[config.mk]
export PLATFORM = sky130hd
export DESIGN_NAME = fpdiv_rnd_pack_flat
export DESIGN_NICKNAME = d
export VERILOG_FILES = /design/src/rtl/fpdiv_rnd_pack_if.sv /design/src/rtl/fpdiv_rnd_pack.sv /design/src/flat_wrapper.sv
export SDC_FILE = /design/constraint.sdc
export NUM_CORES = 1
export LEC_CHECK = 0
export CORE_MARGIN = 2
export CORE_UTILIZATION = 29
export DETAILED_ROUTE_END_ITERATION = 6
export GPL_TIMING_DRIVEN = 0
export PLACE_DENSITY_LB_ADDON = 0.1
export SLEW_MARGIN = 30
export SYNTH_ARGS = -nofsm -noshare
export SYNTH_HDL_FRONTEND = slang
export SYNTH_SLANG_ARGS = --single-unit
[constraint.sdc]
create_clock -name clk -period 5.4 [get_ports clk]
set_input_delay 1.08 -clock clk [delete_from_list [all_inputs] [get_ports clk]]
set_output_delay 1.08 -clock clk [all_outputs]
set_load 0.005 [all_outputs]
[src/rtl/fpdiv_rnd_pack_if.sv]
// Handshake/data bundle between the divide front end, the divider primitive
// and the normalize/round/pack back end.
interface fpdiv_rnd_pack_if;
    logic         in_valid;
    logic [111:0] q;
    logic [55:0]  r;
    logic         sgn;
    logic [12:0]  exp;
    logic [2:0]   rm;
    logic         spec;
    logic [63:0]  spec_val;
    logic [1:0]   spec_flags;
    logic [63:0]  o;
    logic         o_valid;
    logic [4:0]   flags;
    logic         busy;

    modport master (
        output in_valid, q, r, sgn, exp, rm, spec, spec_val, spec_flags,
        input  o, o_valid, flags, busy
    );

    modport slave (
        input  in_valid, q, r, sgn, exp, rm, spec, spec_val, spec_flags,
        output o, o_valid, flags, busy
    );
endinterface

[src/rtl/fpdiv_rnd_pack.sv]
// Post-divide normalize / subnormal-denormalize / round / pack for binary64.
// Stage p0 captures the divider outputs, p1 holds the normalized significand,
// p2 holds the denormalized significand, and the output register holds the
// packed result. One result per cycle, no backpressure.
module fpdiv_rnd_pack (
    input  logic            clk,
    input  logic            rst,
    fpdiv_rnd_pack_if.slave bus
);
    localparam logic [2:0] RM_RNE = 3'd0;
    localparam logic [2:0] RM_RTZ = 3'd1;
    localparam logic [2:0] RM_RDN = 3'd2;
    localparam logic [2:0] RM_RUP = 3'd3;
    localparam logic [2:0] RM_RMM = 3'd4;

    // Round-increment decision; unused codes fall back to nearest-even.
    function automatic logic round_inc(input logic [2:0] rm, input logic sgn,
                                       input logic lsb, input logic g, input logic s);
        case (rm)
            RM_RNE:  round_inc = g & (s | lsb);
            RM_RTZ:  round_inc = 1'b0;
            RM_RDN:  round_inc = sgn & (g | s);
            RM_RUP:  round_inc = ~sgn & (g | s);
            RM_RMM:  round_inc = g;
            default: round_inc = g & (s | lsb);
        endcase
    endfunction

    // Overflow saturation: infinity unless the mode rounds toward zero for this sign.
    function automatic logic [63:0] ovf_result(input logic [2:0] rm, input logic sgn);
        logic to_inf;
        case (rm)
            RM_RTZ:  to_inf = 1'b0;
            RM_RDN:  to_inf = sgn;
            RM_RUP:  to_inf = ~sgn;
            default: to_inf = 1'b1;
        endcase
        ovf_result = to_inf ? {sgn, 11'h7FF, 52'd0} : {sgn, 11'h7FE, {52{1'b1}}};
    endfunction

    logic                r_vld_p0, r_vld_p1, r_vld_p2;
    logic [56:0]         r_q_p0;
    logic [55:0]         r_r_p0;
    logic signed [12:0]  r_exp_p0;
    logic [52:0]         r_m_p1, r_m_p2;
    logic                r_g_p1, r_g_p2, r_s_p1, r_s_p2;
    logic signed [14:0]  r_e_p1;
    logic [11:0]         r_e_p2;
    logic                r_tiny_p2;
    logic                r_sgn_p0, r_sgn_p1, r_sgn_p2;
    logic [2:0]          r_rm_p0, r_rm_p1, r_rm_p2;
    logic                r_spec_p0, r_spec_p1, r_spec_p2;
    logic [63:0]         r_sval_p0, r_sval_p1, r_sval_p2;
    logic [1:0]          r_sflg_p0, r_sflg_p1, r_sflg_p2;
    logic [63:0]         r_o;
    logic [4:0]          r_flg;
    logic                r_ovld;

    // ---- p0 -> p1 : normalize on the quotient's leading bit
    logic [52:0]         w_m_n;
    logic                w_g_n, w_s_n;
    logic signed [14:0]  w_e_n;

    // Pick the 53-bit significand window, guard and sticky from the quotient.
    always_comb begin
        w_e_n = 15'(r_exp_p0);
        if (r_q_p0[56]) begin
            w_m_n = r_q_p0[56:4];
            w_g_n = r_q_p0[3];
            w_s_n = (|r_q_p0[2:0]) | (|r_r_p0);
        end else begin
            w_m_n = r_q_p0[55:3];
            w_g_n = r_q_p0[2];
            w_s_n = (|r_q_p0[1:0]) | (|r_r_p0);
            w_e_n = w_e_n - 15'sd1;
        end
    end

    // ---- p1 -> p2 : denormalize tiny results (tininess before rounding)
    logic signed [14:0]  w_dist;
    logic [5:0]          w_sh;
    logic [108:0]        w_wide;
    logic                w_tiny;
    logic [52:0]         w_m_s;
    logic                w_g_s, w_s_s;
    logic [11:0]         w_e_s;

    // Shift {m,g} right; the last bit leaving m becomes g, the rest fold into s.
    always_comb begin
        w_dist = 15'sd1 - r_e_p1;
        w_tiny = (r_e_p1 <= 15'sd0);
        w_sh   = 6'd0;
        if (w_tiny) w_sh = (w_dist > 15'sd55) ? 6'd55 : w_dist[5:0];
        w_wide = {r_m_p1, r_g_p1, 55'd0} >> w_sh;
        w_m_s  = w_wide[108:56];
        w_g_s  = w_wide[55];
        w_s_s  = r_s_p1 | (|w_wide[54:0]);
        w_e_s  = w_tiny ? 12'd0 : r_e_p1[11:0];
    end

    // ---- p2 -> out : round, detect overflow, pack
    logic                w_inc, w_of, w_nx, w_uf;
    logic [53:0]         w_mr;
    logic [12:0]         w_e_r;
    logic [63:0]         w_res;
    logic [4:0]          w_flg;

    // Round the significand, carry into the exponent, then select packed result.
    always_comb begin
        w_inc = round_inc(r_rm_p2, r_sgn_p2, r_m_p2[0], r_g_p2, r_s_p2);
        w_mr  = {1'b0, r_m_p2} + 54'(w_inc);
        w_e_r = {1'b0, r_e_p2};
        if (w_mr[53]) w_e_r = w_e_r + 13'd1;
        else if ((r_e_p2 == 12'd0) && w_mr[52]) w_e_r = 13'd1;
        w_of  = (w_e_r >= 13'd2047);
        w_nx  = r_g_p2 | r_s_p2 | w_of;
        w_uf  = r_tiny_p2 & w_nx;
        if (r_spec_p2) begin
            w_res = r_sval_p2;
            w_flg = {r_sflg_p2, 3'b000};
        end else if (w_of) begin
            w_res = ovf_result(r_rm_p2, r_sgn_p2);
            w_flg = {2'b00, 1'b1, w_uf, 1'b1};
        end else begin
            w_res = {r_sgn_p2, w_e_r[10:0], w_mr[51:0]};
            w_flg = {2'b00, 1'b0, w_uf, w_nx};
        end
    end

    // Valid chain and output registers; reset drops everything in flight.
    always_ff @(posedge clk or posedge rst) begin
        if (rst) begin
            r_vld_p0 <= 1'b0;
            r_vld_p1 <= 1'b0;
            r_vld_p2 <= 1'b0;
            r_ovld   <= 1'b0;
            r_o      <= 64'd0;
            r_flg    <= 5'd0;
        end else begin
            r_vld_p0 <= bus.in_valid;
            r_vld_p1 <= r_vld_p0;
            r_vld_p2 <= r_vld_p1;
            r_ovld   <= r_vld_p2;
            if (r_vld_p2) begin
                r_o   <= w_res;
                r_flg <= w_flg;
            end
        end
    end

    // Capture divider outputs and front-end operands on the done pulse.
    always_ff @(posedge clk) begin
        if (bus.in_valid) begin
            r_q_p0    <= bus.q[56:0];
            r_r_p0    <= bus.r;
            r_exp_p0  <= bus.exp;
            r_sgn_p0  <= bus.sgn;
            r_rm_p0   <= bus.rm;
            r_spec_p0 <= bus.spec;
            r_sval_p0 <= bus.spec_val;
            r_sflg_p0 <= bus.spec_flags;
        end
    end

    // Advance the normalized operand into p1.
    always_ff @(posedge clk) begin
        if (r_vld_p0) begin
            r_m_p1    <= w_m_n;
            r_g_p1    <= w_g_n;
            r_s_p1    <= w_s_n;
            r_e_p1    <= w_e_n;
            r_sgn_p1  <= r_sgn_p0;
            r_rm_p1   <= r_rm_p0;
            r_spec_p1 <= r_spec_p0;
            r_sval_p1 <= r_sval_p0;
            r_sflg_p1 <= r_sflg_p0;
        end
    end

    // Advance the denormalized operand into p2.
    always_ff @(posedge clk) begin
        if (r_vld_p1) begin
            r_m_p2    <= w_m_s;
            r_g_p2    <= w_g_s;
            r_s_p2    <= w_s_s;
            r_e_p2    <= w_e_s;
            r_tiny_p2 <= w_tiny;
            r_sgn_p2  <= r_sgn_p1;
            r_rm_p2   <= r_rm_p1;
            r_spec_p2 <= r_spec_p1;
            r_sval_p2 <= r_sval_p1;
            r_sflg_p2 <= r_sflg_p1;
        end
    end

    assign bus.o       = r_o;
    assign bus.flags   = r_flg;
    assign bus.o_valid = r_ovld;
    assign bus.busy    = r_vld_p0 | r_vld_p1 | r_vld_p2;
endmodule

[src/flat_wrapper.sv]
// flat-port wrapper written by rule: the top's interface ports become plain ports
module fpdiv_rnd_pack_flat 
  (clk, rst, bus_in_valid, bus_q, bus_r, bus_sgn, bus_exp, bus_rm, bus_spec, bus_spec_val, bus_spec_flags, bus_o, bus_o_valid, bus_flags, bus_busy);
  fpdiv_rnd_pack_if bus_i ();
  input  logic clk;
  input  logic rst;
  input wire logic [$bits(bus_i.in_valid)-1:0] bus_in_valid;
  input wire logic [$bits(bus_i.q)-1:0] bus_q;
  input wire logic [$bits(bus_i.r)-1:0] bus_r;
  input wire logic [$bits(bus_i.sgn)-1:0] bus_sgn;
  input wire logic [$bits(bus_i.exp)-1:0] bus_exp;
  input wire logic [$bits(bus_i.rm)-1:0] bus_rm;
  input wire logic [$bits(bus_i.spec)-1:0] bus_spec;
  input wire logic [$bits(bus_i.spec_val)-1:0] bus_spec_val;
  input wire logic [$bits(bus_i.spec_flags)-1:0] bus_spec_flags;
  output wire logic [$bits(bus_i.o)-1:0] bus_o;
  output wire logic [$bits(bus_i.o_valid)-1:0] bus_o_valid;
  output wire logic [$bits(bus_i.flags)-1:0] bus_flags;
  output wire logic [$bits(bus_i.busy)-1:0] bus_busy;
  assign bus_i.in_valid = bus_in_valid;
  assign bus_i.q = bus_q;
  assign bus_i.r = bus_r;
  assign bus_i.sgn = bus_sgn;
  assign bus_i.exp = bus_exp;
  assign bus_i.rm = bus_rm;
  assign bus_i.spec = bus_spec;
  assign bus_i.spec_val = bus_spec_val;
  assign bus_i.spec_flags = bus_spec_flags;
  assign bus_o = bus_i.o;
  assign bus_o_valid = bus_i.o_valid;
  assign bus_flags = bus_i.flags;
  assign bus_busy = bus_i.busy;
  fpdiv_rnd_pack u_core (.clk(clk), .rst(rst), .bus(bus_i));
endmodule
-- Yosys cells after proc, flatten, opt, wreduce, memory -nomap -nowiden
Cells that the tools add are included.
- multiplexer cells: 17
- bitwise logic cells: 13
- add/sub/neg operators: 4
- shifts and indexed selects: 1
- reduce and logical (&&, ||, !) cells: 6
- $lt $le $gt $ge: 3
- equality and inequality tests: 4
- operators by type and width (cell ; count):
    109-bit by 6-bit right shift with 109-bit output ; 1
    64-bit two-way mux ; 1
    63-bit two-way mux ; 1
    56-bit OR reduction ; 1
    55-bit OR reduction ; 1
    53-bit by 1-bit adder with 54-bit output ; 1
    53-bit two-way mux ; 1
    52-bit two-way mux ; 1
    15-bit by 7-bit greater-than comparator with 1-bit output (second input constant) ; 1
    15-bit by 1-bit <= comparator with 1-bit output (second input constant) ; 1
    15-bit two-way mux ; 1
    2-bit by 15-bit subtractor with 15-bit output (first input constant) ; 1
    13-bit by 2-bit subtractor with 14-bit output (second input constant) ; 1
    12-bit by 1-bit adder with 13-bit output (second input constant) ; 1
    13-bit by 11-bit greater-or-equal comparator with 1-bit output (second input constant) ; 1
    13-bit two-way mux ; 1
    12-bit logical NOT ; 1
    12-bit two-way mux ; 1
    6-bit two-way mux ; 2
    1-bit bitwise OR ; 8
    3-bit by 2-bit == test with 1-bit output (second input constant) ; 2
    5-bit two-way mux ; 1
    1-bit AND ; 4
    1-bit two-way mux ; 4
    other kinds (9) ; 9
- bits in registers: 550
- output and inout bits: 71
- input bits: 255

-- Longest topological paths before layout
Gate-level depths: netlist of the first run.
- word-level depth: 13
- mapped depth: 23
- gate-level depth less buffers: 20

-- Worst setup path before layout of the first run
No wires, ideal clock.
- path kind: register to output
- start: register u_core.r_vld_p0
- end: output bus_busy
- cell stages (with the launch flop): 2
- setup slack: 826 ps
- data arrival time: 3494 ps
- required time: 4320 ps
- path buffers: 0
- path through: dfrtp_1 -> or3_1
- cells in the longest elaborated chain, start to end: 2
- RTL lines (what ; RTL line ; RTL):
    start: declaration ; fpdiv_rnd_pack.sv:41 ; logic r_vld_p0, r_vld_p1, r_vld_p2;
    start signal: assignment ; fpdiv_rnd_pack.sv:140 ; r_vld_p0 <= bus.in_valid;
    1-bit bitwise OR (2 in a row) ; fpdiv_rnd_pack.sv:199 ; assign bus.busy = r_vld_p0 | r_vld_p1 | r_vld_p2;
    end: declaration ; flat_wrapper.sv:19 ; output wire logic [$bits(bus_i.busy)-1:0] bus_busy;
Every way passes these cells.

-- Worst setup path in the final report of the first run
- start: register u_core.r_e_p1[1]
- end: register u_core.r_s_p2 (data pin)
- cells in the longest elaborated chain, start to end: 7
- elaborated cells between the ends (all ways): 8
- those cells by class: 1 x add/sub; 2 x order compare; 1 x shift; 2 x mux; 1 x bitwise; 1 x reduce/logical
- RTL lines (what ; RTL line ; RTL):
    start: declaration ; fpdiv_rnd_pack.sv:47 ; logic signed [14:0] r_e_p1;
    start signal: assignment ; fpdiv_rnd_pack.sv:171 ; r_e_p1 <= w_e_n;
    2-bit by 15-bit subtractor with 15-bit output ; fpdiv_rnd_pack.sv:90 ; w_dist = 15'sd1 - r_e_p1;
    15-bit by 7-bit greater-than comparator with 1-bit output ; fpdiv_rnd_pack.sv:93 ; if (w_tiny) w_sh = (w_dist > 15'sd55) ? 6'd55 : w_dist[5:0];
    6-bit two-way mux ; fpdiv_rnd_pack.sv:93 ;
    6-bit two-way mux (*) ; fpdiv_rnd_pack.sv:93 ;
    109-bit by 6-bit right shift with 109-bit output (*) ; fpdiv_rnd_pack.sv:94 ; w_wide = {r_m_p1, r_g_p1, 55'd0} >> w_sh;
    55-bit OR reduction (*) ; fpdiv_rnd_pack.sv:97 ; w_s_s = r_s_p1 | (|w_wide[54:0]);
    1-bit bitwise OR (*) ; fpdiv_rnd_pack.sv:97 ;
    via u_core.w_s_s ; fpdiv_rnd_pack.sv:85 ; logic w_g_s, w_s_s;
    end signal: assignment ; fpdiv_rnd_pack.sv:185 ; r_s_p2 <= w_s_s;
    end: declaration ; fpdiv_rnd_pack.sv:46 ; logic r_g_p1, r_g_p2, r_s_p1, r_s_p2;
Mark *: on every way through the listed nets, which the timed path passes. The rest lies on a longest branch.
A chain may end at the register's enable or synchronous reset.

==> impl_metrics.yaml, run 1 <==
die:
  die_h_um: 299
  start_util_pct: 29.2
  dieArea_sq_um: 89500
  rows: 108
  ioPinCount: 326
  core_area_sq_um: 86500
  die_w_um: 299
job:
  drv_cap: 0
timing:
  slew_headroom_pct: 35.0
  finalSetupViolations: 0
  period_needed_ns: 5.39
  hold_ws_ns: 0.397
  finalSetupTns_ns: 0
  rsz0062_at_grt: "true"
  fin_skew_ns: 0.0357
  fin_ws_ns: 0.00990
  drv_slew: 0
  period_share_pct: 99.8
  hold_viol_final: 0
  tightest_slew_ns: 0.971
  fmax_mhz: 186
global_routing:
  grt_max_degree: 87
  antenna_found_initial: 1
  grt.total_usage_pct: 20.8
  grt_pass1_wl_mm: 137
  grt-ovfl-total: 0
  grt_pass1_vias: 19100
placement:
  preCtsSetupSlack_ns: -1.77
  place_area_sq_um: 29700
  portBuffers: 270
  dp_hpwl_mm: 72.6
  gp_congestion: 0.932
clocking:
  clock_latency_ns: 0.62
  root_buffer: "clkbuf_16"
  clk_pin_slew_ns: 0.06
  clock_sinks: 549
  cts_buffers: 66
  htreeDepth: 3
  ctsHoldBuffers: 0
  cts_buffer_depth: 3
  cts_tree: "yes"
synthesis:
  synth_area_leader_cell: "edfxtp_1"
  yosys.area.top_type_share_pct: 56.6
  synth_area_leaders: "edfxtp_1, dfrtp_1, mux2_2"
  ys_types: 89
  synth_flop_cell: "edfxtp_1"
  synth-edff-count: 476
  syn_avg_cell_area_sq_um: 12.5
  synthArstFlopShare_pct: 13.3
  syn_nets: 2287
  syn-cell-area_sq_um: 25300
  yosys_warnings: 0
  synth_seq_cells: 549
  ys_seq_area_share_pct: 63.8
  netlist_instances: 2025
detailed_routing:
  postRouteAntennaNets: 0
  avgRoutedWirePerCell_um: 26.1
  avgViaCountPerCell: 5.17
  firstDrtPassIters: 5
  via_count: 18700
  drc: 0
  dr.first_iter.drc_count: 1381
  drt-total-wl_mm: 94.4
finish:
  n_fill_cell: 8418
  multiInputGateArea_sq_um: 9040
  syn_to_final_growth_pct: 30.6
  nNetsFinal: 2668
  final_common_cell: "edfxtp_1"
  final_cell_mix: "edfxtp_1, clkdlybuf4s50_1, nor2_1"
  final_area_sq_um: 33000
  regArea_sq_um: 16100
  layout-drive-gt1-share_pct: 17.4
critical_path:
  end_kind: "flip-flop"
  cp_max_fo: 10
  reg2reg_from: "u_core.r_e_p1[1]$_DFFE_PP_"
  r2r_setup_slack_ns: 0.01
  start_kind: "flip-flop"
  arrival_ns: 5.66
  crit_required_ns: 5.67
  rr_worst_depth: 19
  r2r_end: "u_core.r_s_p2$_DFFE_PP_"
  crit_type: "reg -> reg"
power:
  total_power_mw: 12.0
  p_leak_nw: 11.7
  p_per_area_nw_per_um2: 364
  max-vdd-ir-drop_mv: 0.187
run_status:
  status: "finished, final reports clean"
min_path:
  hold_path_depth: 0
  hold_start: "u_core.r_sflg_p0[0]$_DFFE_PP_"
  worstHoldPathType: "reg -> reg"
  whs_endpoint: "u_core.r_sflg_p1[0]$_DFFE_PP_"
-- registers in the layout, summed over array words and instances, names as in the netlist, 2 cells and up --
name,count
u_core.bus.o,64
u_core.r_sval_p0,64
u_core.r_sval_p1,64
u_core.r_sval_p2,64
u_core.r_q_p0,57
u_core.r_r_p0,56
u_core.r_m_p1,53
u_core.r_m_p2,53
u_core.r_e_p1,14
u_core.r_exp_p0,13
u_core.r_e_p2,12
u_core.bus.flags,5
u_core.r_rm_p0,3
u_core.r_rm_p1,3
u_core.r_rm_p2,3
u_core.r_sflg_p0,2
u_core.r_sflg_p1,2
u_core.r_sflg_p2,2
-- metrics by stage --
stage          std cells  utilization [%]
2_1_floorplan       2025                -
3_3_place_gp        3450             34.0
3_5_place_dp        3459             34.3
4_1_cts             3593             37.7
5_1_grt             3610             38.1
6_report            3611             38.1
-- worst max-delay path by stage --
| stage | start | slack, ns | to |
|---|---|---|---|
| after CTS | u_core.r_e_p1[1]$_DFFE_PP_ | 0.002 | u_core.r_s_p2$_DFFE_PP_ |
| after global placement | bus_in_valid | -3.47 | u_core.r_vld_p0$_DFF_PP0_ |
| after detailed placement | u_core.r_e_p1[1]$_DFFE_PP_ | -1.77 | u_core.r_s_p2$_DFFE_PP_ |
| after global routing | u_core.r_e_p1[1]$_DFFE_PP_ | -0.10 | u_core.r_s_p2$_DFFE_PP_ |
| after floorplan | u_core.r_vld_p0$_DFF_PP0_ | 0.83 | bus_busy |
| final | u_core.r_e_p1[1]$_DFFE_PP_ | 0.01 | u_core.r_s_p2$_DFFE_PP_ |
-- layer usage --
metal	global-route usage [%]	share of wire [%]	wire, um
met1	26.8	43	40300
met2	35.6	49	46600
met3	3.29	4.7	4410
met4	6.76	3.3	3080
met5	0	0	0
-- report_power, final --
group | switching [mW] | leakage [nW] | internal [mW]
Clock | 1.80 | 1.07 | 2.68
Sequential | 0.246 | 5.56 | 5.08
Combinational | 1.33 | 5.03 | 0.864
-- Yosys cell counts (43+ instances only) --
master,instances
dfrtp_1,73
nor2_1,198
edfxtp_1,476
xnor2_1,51
o22ai_1,86
and3_1,45
mux2_2,69
nand3_1,58
o21ai_0,68
clkbuf_1,55
nand2_1,143
mux2i_1,43
a21oi_1,97
-- cell type report --
cell class	instances	area share, %
Buffer	125	2.38
Clock buffer	81	5.33
Sequential cell	549	48.9
Tap cell	1155	4.38
Clock inverter	36	1.32
Timing Repair Buffer	314	9.79
Inverter	41	0.482
Multi-Input combinational cell	1309	27.4
Antenna cell	1	0.00759
-- critical path: stages (launching register included) --
cell,delay [ns]
edfxtp_1,0.43
clkbuf_8,0.21
inv_2,0.13
ha_2,0.24
nand2b_1,0.15
or3_1,0.40
o31ai_4,0.30
o211a_4,0.27
and3_1,0.19
buf_6,0.18
buf_6,0.19
buf_6,0.20
nor2_1,0.12
o32ai_2,0.30
o22ai_1,0.20
a211oi_4,0.37
a21oi_1,0.28
a2111oi_0,0.43
and4_1,0.25
o211ai_1,0.19
-- timing repair --
action / CTS / global route
buffers inserted: 18 / 17
pin swaps: 14 / 12
setup endpoints to repair: 111 / 80
resized for setup: 132 / 64
-- cell families after synthesis --
| logic type | share of synthesized area [%] |
|---|---|
| AOI/OAI and AO/OA | 13.0 |
| and+or+nand+nor | 12.3 |
| buffers and inverters | 3.23 |
| xor gates and xnor gates | 2.57 |
| DFF | 63.8 |
| adders and majority gates | 0.347 |
| muxes | 4.78 |
Power figures use the tool's default switching activity.
==> inputs of run 2 (changes only) <==
==> constraint.sdc (replaced) <==
create_clock -name clk -period 6.85 [get_ports clk]
set_input_delay 2.055 -clock clk [delete_from_list [all_inputs] [get_ports clk]]
set_output_delay 2.055 -clock clk [all_outputs]
set_load 0.005 [all_outputs]
==> run 2 against run 1 <==
Final area shrank 3.3%; largest cell class unchanged; utilization decreased by 1.3 points; critical path depth fell by 4; first-iteration DRC count rose by 5.6%; fmax decreased by 21%; non-clock buffer count is 34 lower; largest power group unchanged; clock power decreased by 21%.
==> impl_metrics.yaml, run 2 (synthesis results as in run 1) <==
timing:
  finalSetupViolations: 0
  hold_viol_final: 0
  fin_skew_ns: 0.0348
  tightest_slew_ns: 1.06
  fin_ws_ns: 0.0468
  hold_ws_ns: 0.401
  drv_slew: 0
  slew_headroom_pct: 28.9
  period_share_pct: 99.3
  period_needed_ns: 6.80
  fmax_mhz: 147
  rsz0062_at_grt: "false"
global_routing:
  use_met2_pct: 35.8
  grt_max_degree: 87
  grt_pass1_wl_mm: 136
  grt_util_met3_pct: 3.04
  grt_pass1_vias: 18900
  antenna_found_initial: 2
  busiest_layer: "met2"
  met1_usage_pct: 26.8
  grt-ovfl-total: 0
  grt.total_usage_pct: 20.7
clocking:
  root_buffer: "clkbuf_16"
  clock_latency_ns: 0.63
  clk_pin_slew_ns: 0.06
  clock_sinks: 549
  cts_setup_buffers: 0
  cts_buffers: 66
  cts_buffer_depth: 3
  cts_tree: "yes"
  ctsHoldBuffers: 0
  htreeDepth: 3
critical_path:
  reg2reg_from: "u_core.r_e_p1[3]$_DFFE_PP_"
  arrival_ns: 7.08
  cp_max_fo: 10
  crit_type: "reg -> reg"
  rr_worst_depth: 15
  crit_required_ns: 7.12
  end_kind: "flip-flop"
  r2r_setup_slack_ns: 0.05
  r2r_end: "u_core.r_s_p2$_DFFE_PP_"
  start_kind: "flip-flop"
die:
  rows: 108
  dieArea_sq_um: 89500
  ioPinCount: 326
  die_h_um: 299
  start_util_pct: 29.2
  core_area_sq_um: 86500
  die_w_um: 299
power:
  total_power_mw: 9.31
  p_leak_nw: 11.3
  p_per_area_nw_per_um2: 292
  max-vdd-ir-drop_mv: 0.148
min_path:
  hold_start: "u_core.r_sflg_p0[0]$_DFFE_PP_"
  worstHoldPathType: "reg -> reg"
  whs_endpoint: "u_core.r_sflg_p1[0]$_DFFE_PP_"
  hold_path_depth: 0
finish:
  final_cell_mix: "edfxtp_1, clkdlybuf4s50_1, nor2_1"
  final_common_cell: "edfxtp_1"
  nNetsFinal: 2634
  layout-drive-gt1-share_pct: 11.5
  n_antenna_cell: 0
  fin_util_pct: 36.9
  final_area_sq_um: 31900
  syn_to_final_growth_pct: 26.2
detailed_routing:
  firstDrtPassIters: 5
  postRouteAntennaNets: 0
  dr.first_iter.drc_count: 1459
  drt-total-wl_mm: 94.1
  drc: 0
  avgRoutedWirePerCell_um: 26.3
  via_count: 18600
  avgViaCountPerCell: 5.20
placement:
  preCtsSetupSlack_ns: -0.317
  portBuffers: 270
  place_area_sq_um: 29700
  gp_congestion: 0.932
  dp_hpwl_mm: 72.6
run_status:
  status: "finished, final reports clean"
job:
  drv_cap: 0
[run 2: changes by cell type in the layout (fill, tap and decap cells not counted), moves of 9 or more]
cell	change
buf_2	+9
buf_4	-31
clkbuf_1	+14
clkbuf_2	-10
buf_6	-13
mux2i_1	+11
[run 2: timing repair]
item / 4_1_cts / 5_1_grt
setup endpoints to repair: 1 / 1
gates cloned: 0 / 0
resized for setup: 3 / 4
[run 2: area by class of cell]
type,instances,area (sq um)
buffer,126,666
clock buffer,81,1760
clock inverter,36,435
fill,8493,54600
inverter,41,159
multi-input combinational,1309,8360
sequential,549,16100
tap,1155,1450
timing repair buffer,279,2940
[run 2: worst max-delay path, stage by stage (launching register included)]
cell	delay, ns
edfxtp_1	0.50
nor3_2	0.43
nand4_1	0.37
nor3_2	0.71
nor2_1	0.14
clkinv_1	0.26
clkbuf_1	0.51
clkbuf_1	0.68
o21ai_0	0.48
nor2_1	0.82
a32oi_1	0.15
a21bo_2	0.30
nand2_1	0.05
nor4_1	0.55
and4_1	0.30
o211ai_1	0.19
[run 2: how the worst max path moves through the flow]
| stage | startpoint | endpoint | slack (ns) | cells after the start |
|---|---|---|---|---|
| final | u_core.r_e_p1[3]$_DFFE_PP_ | u_core.r_s_p2$_DFFE_PP_ | 0.05 | 15 |
| after global routing | u_core.r_e_p1[1]$_DFFE_PP_ | u_core.r_s_p2$_DFFE_PP_ | 0.02 | 19 |
| after CTS | u_core.r_e_p1[3]$_DFFE_PP_ | u_core.r_s_p2$_DFFE_PP_ | 0.22 | 15 |
| after detailed placement | u_core.r_e_p1[1]$_DFFE_PP_ | u_core.r_s_p2$_DFFE_PP_ | -0.32 | 19 |
| after global placement | bus_in_valid | u_core.r_vld_p0$_DFF_PP0_ | -3.00 | 1 |
| after floorplan | u_core.r_vld_p0$_DFF_PP0_ | bus_busy | 1.30 | 1 |
[run 2: metal layers]
layer	vias to the layer above	wire (um)	part of all wire, %
li1	8486	-	-
met1	9330	40700	43
met2	632	46700	50
met3	142	4100	4.4
met4	2	2670	2.8
met5	-	13	0.014
[run 2: power breakdown]
| group | leakage, nW | internal [mW] | switching [mW] |
|---|---|---|---|
| sequential | 5.56 | 4.00 | 0.191 |
| clock | 1.07 | 2.11 | 1.42 |
| combinational | 4.65 | 0.592 | 0.988 |
| total | 11.3 | 6.71 | 2.60 |
[run 2: stage by stage]
stage | cells | setup TNS (ns)
2_1_floorplan | 2025 | 0
3_3_place_gp | 3450 | -581.53
3_5_place_dp | 3459 | -0.317
4_1_cts | 3576 | 0
5_1_grt | 3576 | 0
6_report | 3576 | 0
==> inputs of run 3 (changes only) <==
--- a/config.mk
+++ b/config.mk
@@ -10,6 +10,7 @@
 export DETAILED_ROUTE_END_ITERATION = 6
 export GPL_TIMING_DRIVEN = 0
 export PLACE_DENSITY_LB_ADDON = 0.1
+export RECOVER_POWER = 50
 export SLEW_MARGIN = 30
 export SYNTH_ARGS = -nofsm -noshare
 export SYNTH_HDL_FRONTEND = slang
==> run 3 against run 2 <==
The flow now finishes with violations (max-capacitance violations, max-slew violations); sequential power about the same; die area unchanged; via count down 0.49%; final area down 0.47%; largest cell class unchanged; clock power about the same; utilization down 0.17 points; register-to-register slack about the same.
==> impl_metrics.yaml, run 3 (synthesis results as in run 1) <==
timing:
  finalSetupViolations: 0
  tightest_slew_ns: 2.79
  hold_viol_final: 0
  period_share_pct: 99.3
  drv_slew: 284
  period_needed_ns: 6.81
  rsz0062_at_grt: "false"
  fmax_mhz: 147
  finalSetupTns_ns: 0
  fin_skew_ns: 0.0356
  slew_headroom_pct: -86.0
  fin_ws_ns: 0.0448
die:
  die_h_um: 299
  die_w_um: 299
  rows: 108
  ioPinCount: 326
  core_area_sq_um: 86500
  start_util_pct: 29.2
  dieArea_sq_um: 89500
placement:
  dp_hpwl_mm: 72.6
  portBuffers: 270
  preCtsSetupSlack_ns: -0.317
  gp_congestion: 0.932
min_path:
  whs_endpoint: "u_core.r_sflg_p1[0]$_DFFE_PP_"
  worstHoldPathType: "reg -> reg"
  hold_start: "u_core.r_sflg_p0[0]$_DFFE_PP_"
  hold_path_depth: 0
clocking:
  root_buffer: "clkbuf_16"
  cts_buffers: 66
  cts_setup_buffers: 0
  ctsHoldBuffers: 0
  post_cts_resized: 3
  clock_latency_ns: 0.63
  cts_tree: "yes"
  htreeDepth: 3
  clock_sinks: 549
  clk_pin_slew_ns: 0.06
  cts_buffer_depth: 3
detailed_routing:
  dr.first_iter.drc_count: 1530
  postRouteAntennaNets: 0
  avgRoutedWirePerCell_um: 26.3
  drt-total-wl_mm: 94.0
  avgViaCountPerCell: 5.17
  firstDrtPassIters: 7
  drc: 0
  via_count: 18500
critical_path:
  crit_family: "simple AND/OR/NAND/NOR gates"
  r2r_end: "u_core.r_s_p2$_DFFE_PP_"
  end_kind: "flip-flop"
  cp_cell_sequence: "nor3_2 > nand4_1 > nor3_2 > nor2_1 > clkinv_1 > clkbuf_1 > clkbuf_1 > o21ai_0 > nor2_1 > a32oi_1 > a21bo_2 > nand2_1 > nor4_1 > and4_1 > o211ai_1"
  crit_buf_inv: 3
  crit_required_ns: 7.12
  r2r_setup_slack_ns: 0.04
  arrival_ns: 7.08
  max_stage_delay_ns: 0.82
  cpMaxStageDelayCell: "nor2_1"
  cp_max_fo: 10
  rr_worst_depth: 15
  reg2reg_from: "u_core.r_e_p1[3]$_DFFE_PP_"
  start_kind: "flip-flop"
  crit_type: "reg -> reg"
global_routing:
  grt.total_usage_pct: 20.7
  grt_pass1_wl_mm: 136
  grt-ovfl-total: 0
  grt_pass1_vias: 18900
  antenna_found_initial: 2
  grt_max_degree: 87
run_status:
  violations: "max-capacitance violations, max-slew violations"
  status: "complete, but fails checks"
finish:
  final_cell_mix: "edfxtp_1, nor2_1, clkdlybuf4s50_1"
  syn_to_final_growth_pct: 25.6
  fin_util_pct: 36.7
  layout-drive-gt1-share_pct: 10.9
  nNetsFinal: 2634
  n_antenna_cell: 0
  final_common_cell: "edfxtp_1"
power:
  max-vdd-ir-drop_mv: 0.148
  p_leak_nw: 11.2
  p_per_area_nw_per_um2: 293
  total_power_mw: 9.29
job:
  drv_cap: 7
[run 3: cell count changes in the layout (fill, tap and decap cells not counted)]
cell and delta:
mux2_2 -4, dlygate4sd3_1 +73, clkdlybuf4s50_1 -73, buf_16 -4
clkbuf_1 +7, buf_12 -2, clkinvlp_2 +1, mux2_1 +4
dfrtp_1 +2, dfrtp_4 -2, buf_8 -1, inv_6 -1
[run 3: metal layers]
| metal | vias to the layer above | share of wire, % | track usage, % |
|---|---|---|---|
| li1 | 8481 | - | - |
| met1 | 9288 | 43 | 26.8 |
| met2 | 588 | 50 | 35.8 |
| met3 | 142 | 4.2 | 3.04 |
| met4 | 2 | 2.8 | 6.12 |
| met5 | - | 0.014 | 0 |
[run 3: final cells by class]
| type | instances | area [sq um] |
|---|---|---|
| Sequential cell | 549 | 16100 |
| Inverter | 41 | 155 |
| Buffer | 126 | 666 |
| Fill cell | 8510 | 54700 |
| Timing Repair Buffer | 279 | 2800 |
| Multi-Input combinational cell | 1309 | 8360 |
| Clock buffer | 81 | 1760 |
| Tap cell | 1155 | 1450 |
| Clock inverter | 36 | 435 |
[run 3: worst max path at each step]
stage	from	end	slack (ns)	cells past startpoint
detailed placement	u_core.r_e_p1[1]$_DFFE_PP_	u_core.r_s_p2$_DFFE_PP_	-0.32	19
global route	u_core.r_e_p1[1]$_DFFE_PP_	u_core.r_s_p2$_DFFE_PP_	0.02	19
CTS	u_core.r_e_p1[3]$_DFFE_PP_	u_core.r_s_p2$_DFFE_PP_	0.22	15
floorplan	u_core.r_vld_p0$_DFF_PP0_	bus_busy	1.30	1
finish	u_core.r_e_p1[3]$_DFFE_PP_	u_core.r_s_p2$_DFFE_PP_	0.04	15
global placement	bus_in_valid	u_core.r_vld_p0$_DFF_PP0_	-3.00	1
[run 3: metrics by stage]
step | hold WS [ns] | instance area [sq um] | cells
after floorplan | 0.373 | 25300 | 2025
after global placement | 0.390 | 29400 | 3450
after detailed placement | 0.390 | 29700 | 3459
after CTS | 0.399 | 31900 | 3576
after global routing | 0.407 | 31700 | 3576
final | 0.402 | 31700 | 3576
[run 3: where the power goes]
group	internal [mW]	leakage, nW	total, mW	switching (mW)
Combinational	0.574	4.59	1.56	0.986
Sequential	4.01	5.57	4.20	0.190
Clock	2.11	1.07	3.53	1.42
Total	6.69	11.2	9.29	2.60
[run 3: worst register-to-register path, stage by stage (launching register included)]
cell      delay [ns]
edfxtp_1        0.50
nor3_2          0.43
nand4_1         0.37
nor3_2          0.70
nor2_1          0.15
clkinv_1        0.25
clkbuf_1        0.50
clkbuf_1        0.69
o21ai_0         0.50
nor2_1          0.82
a32oi_1         0.15
a21bo_2         0.30
nand2_1         0.06
nor4_1          0.55
and4_1          0.30
o211ai_1        0.18
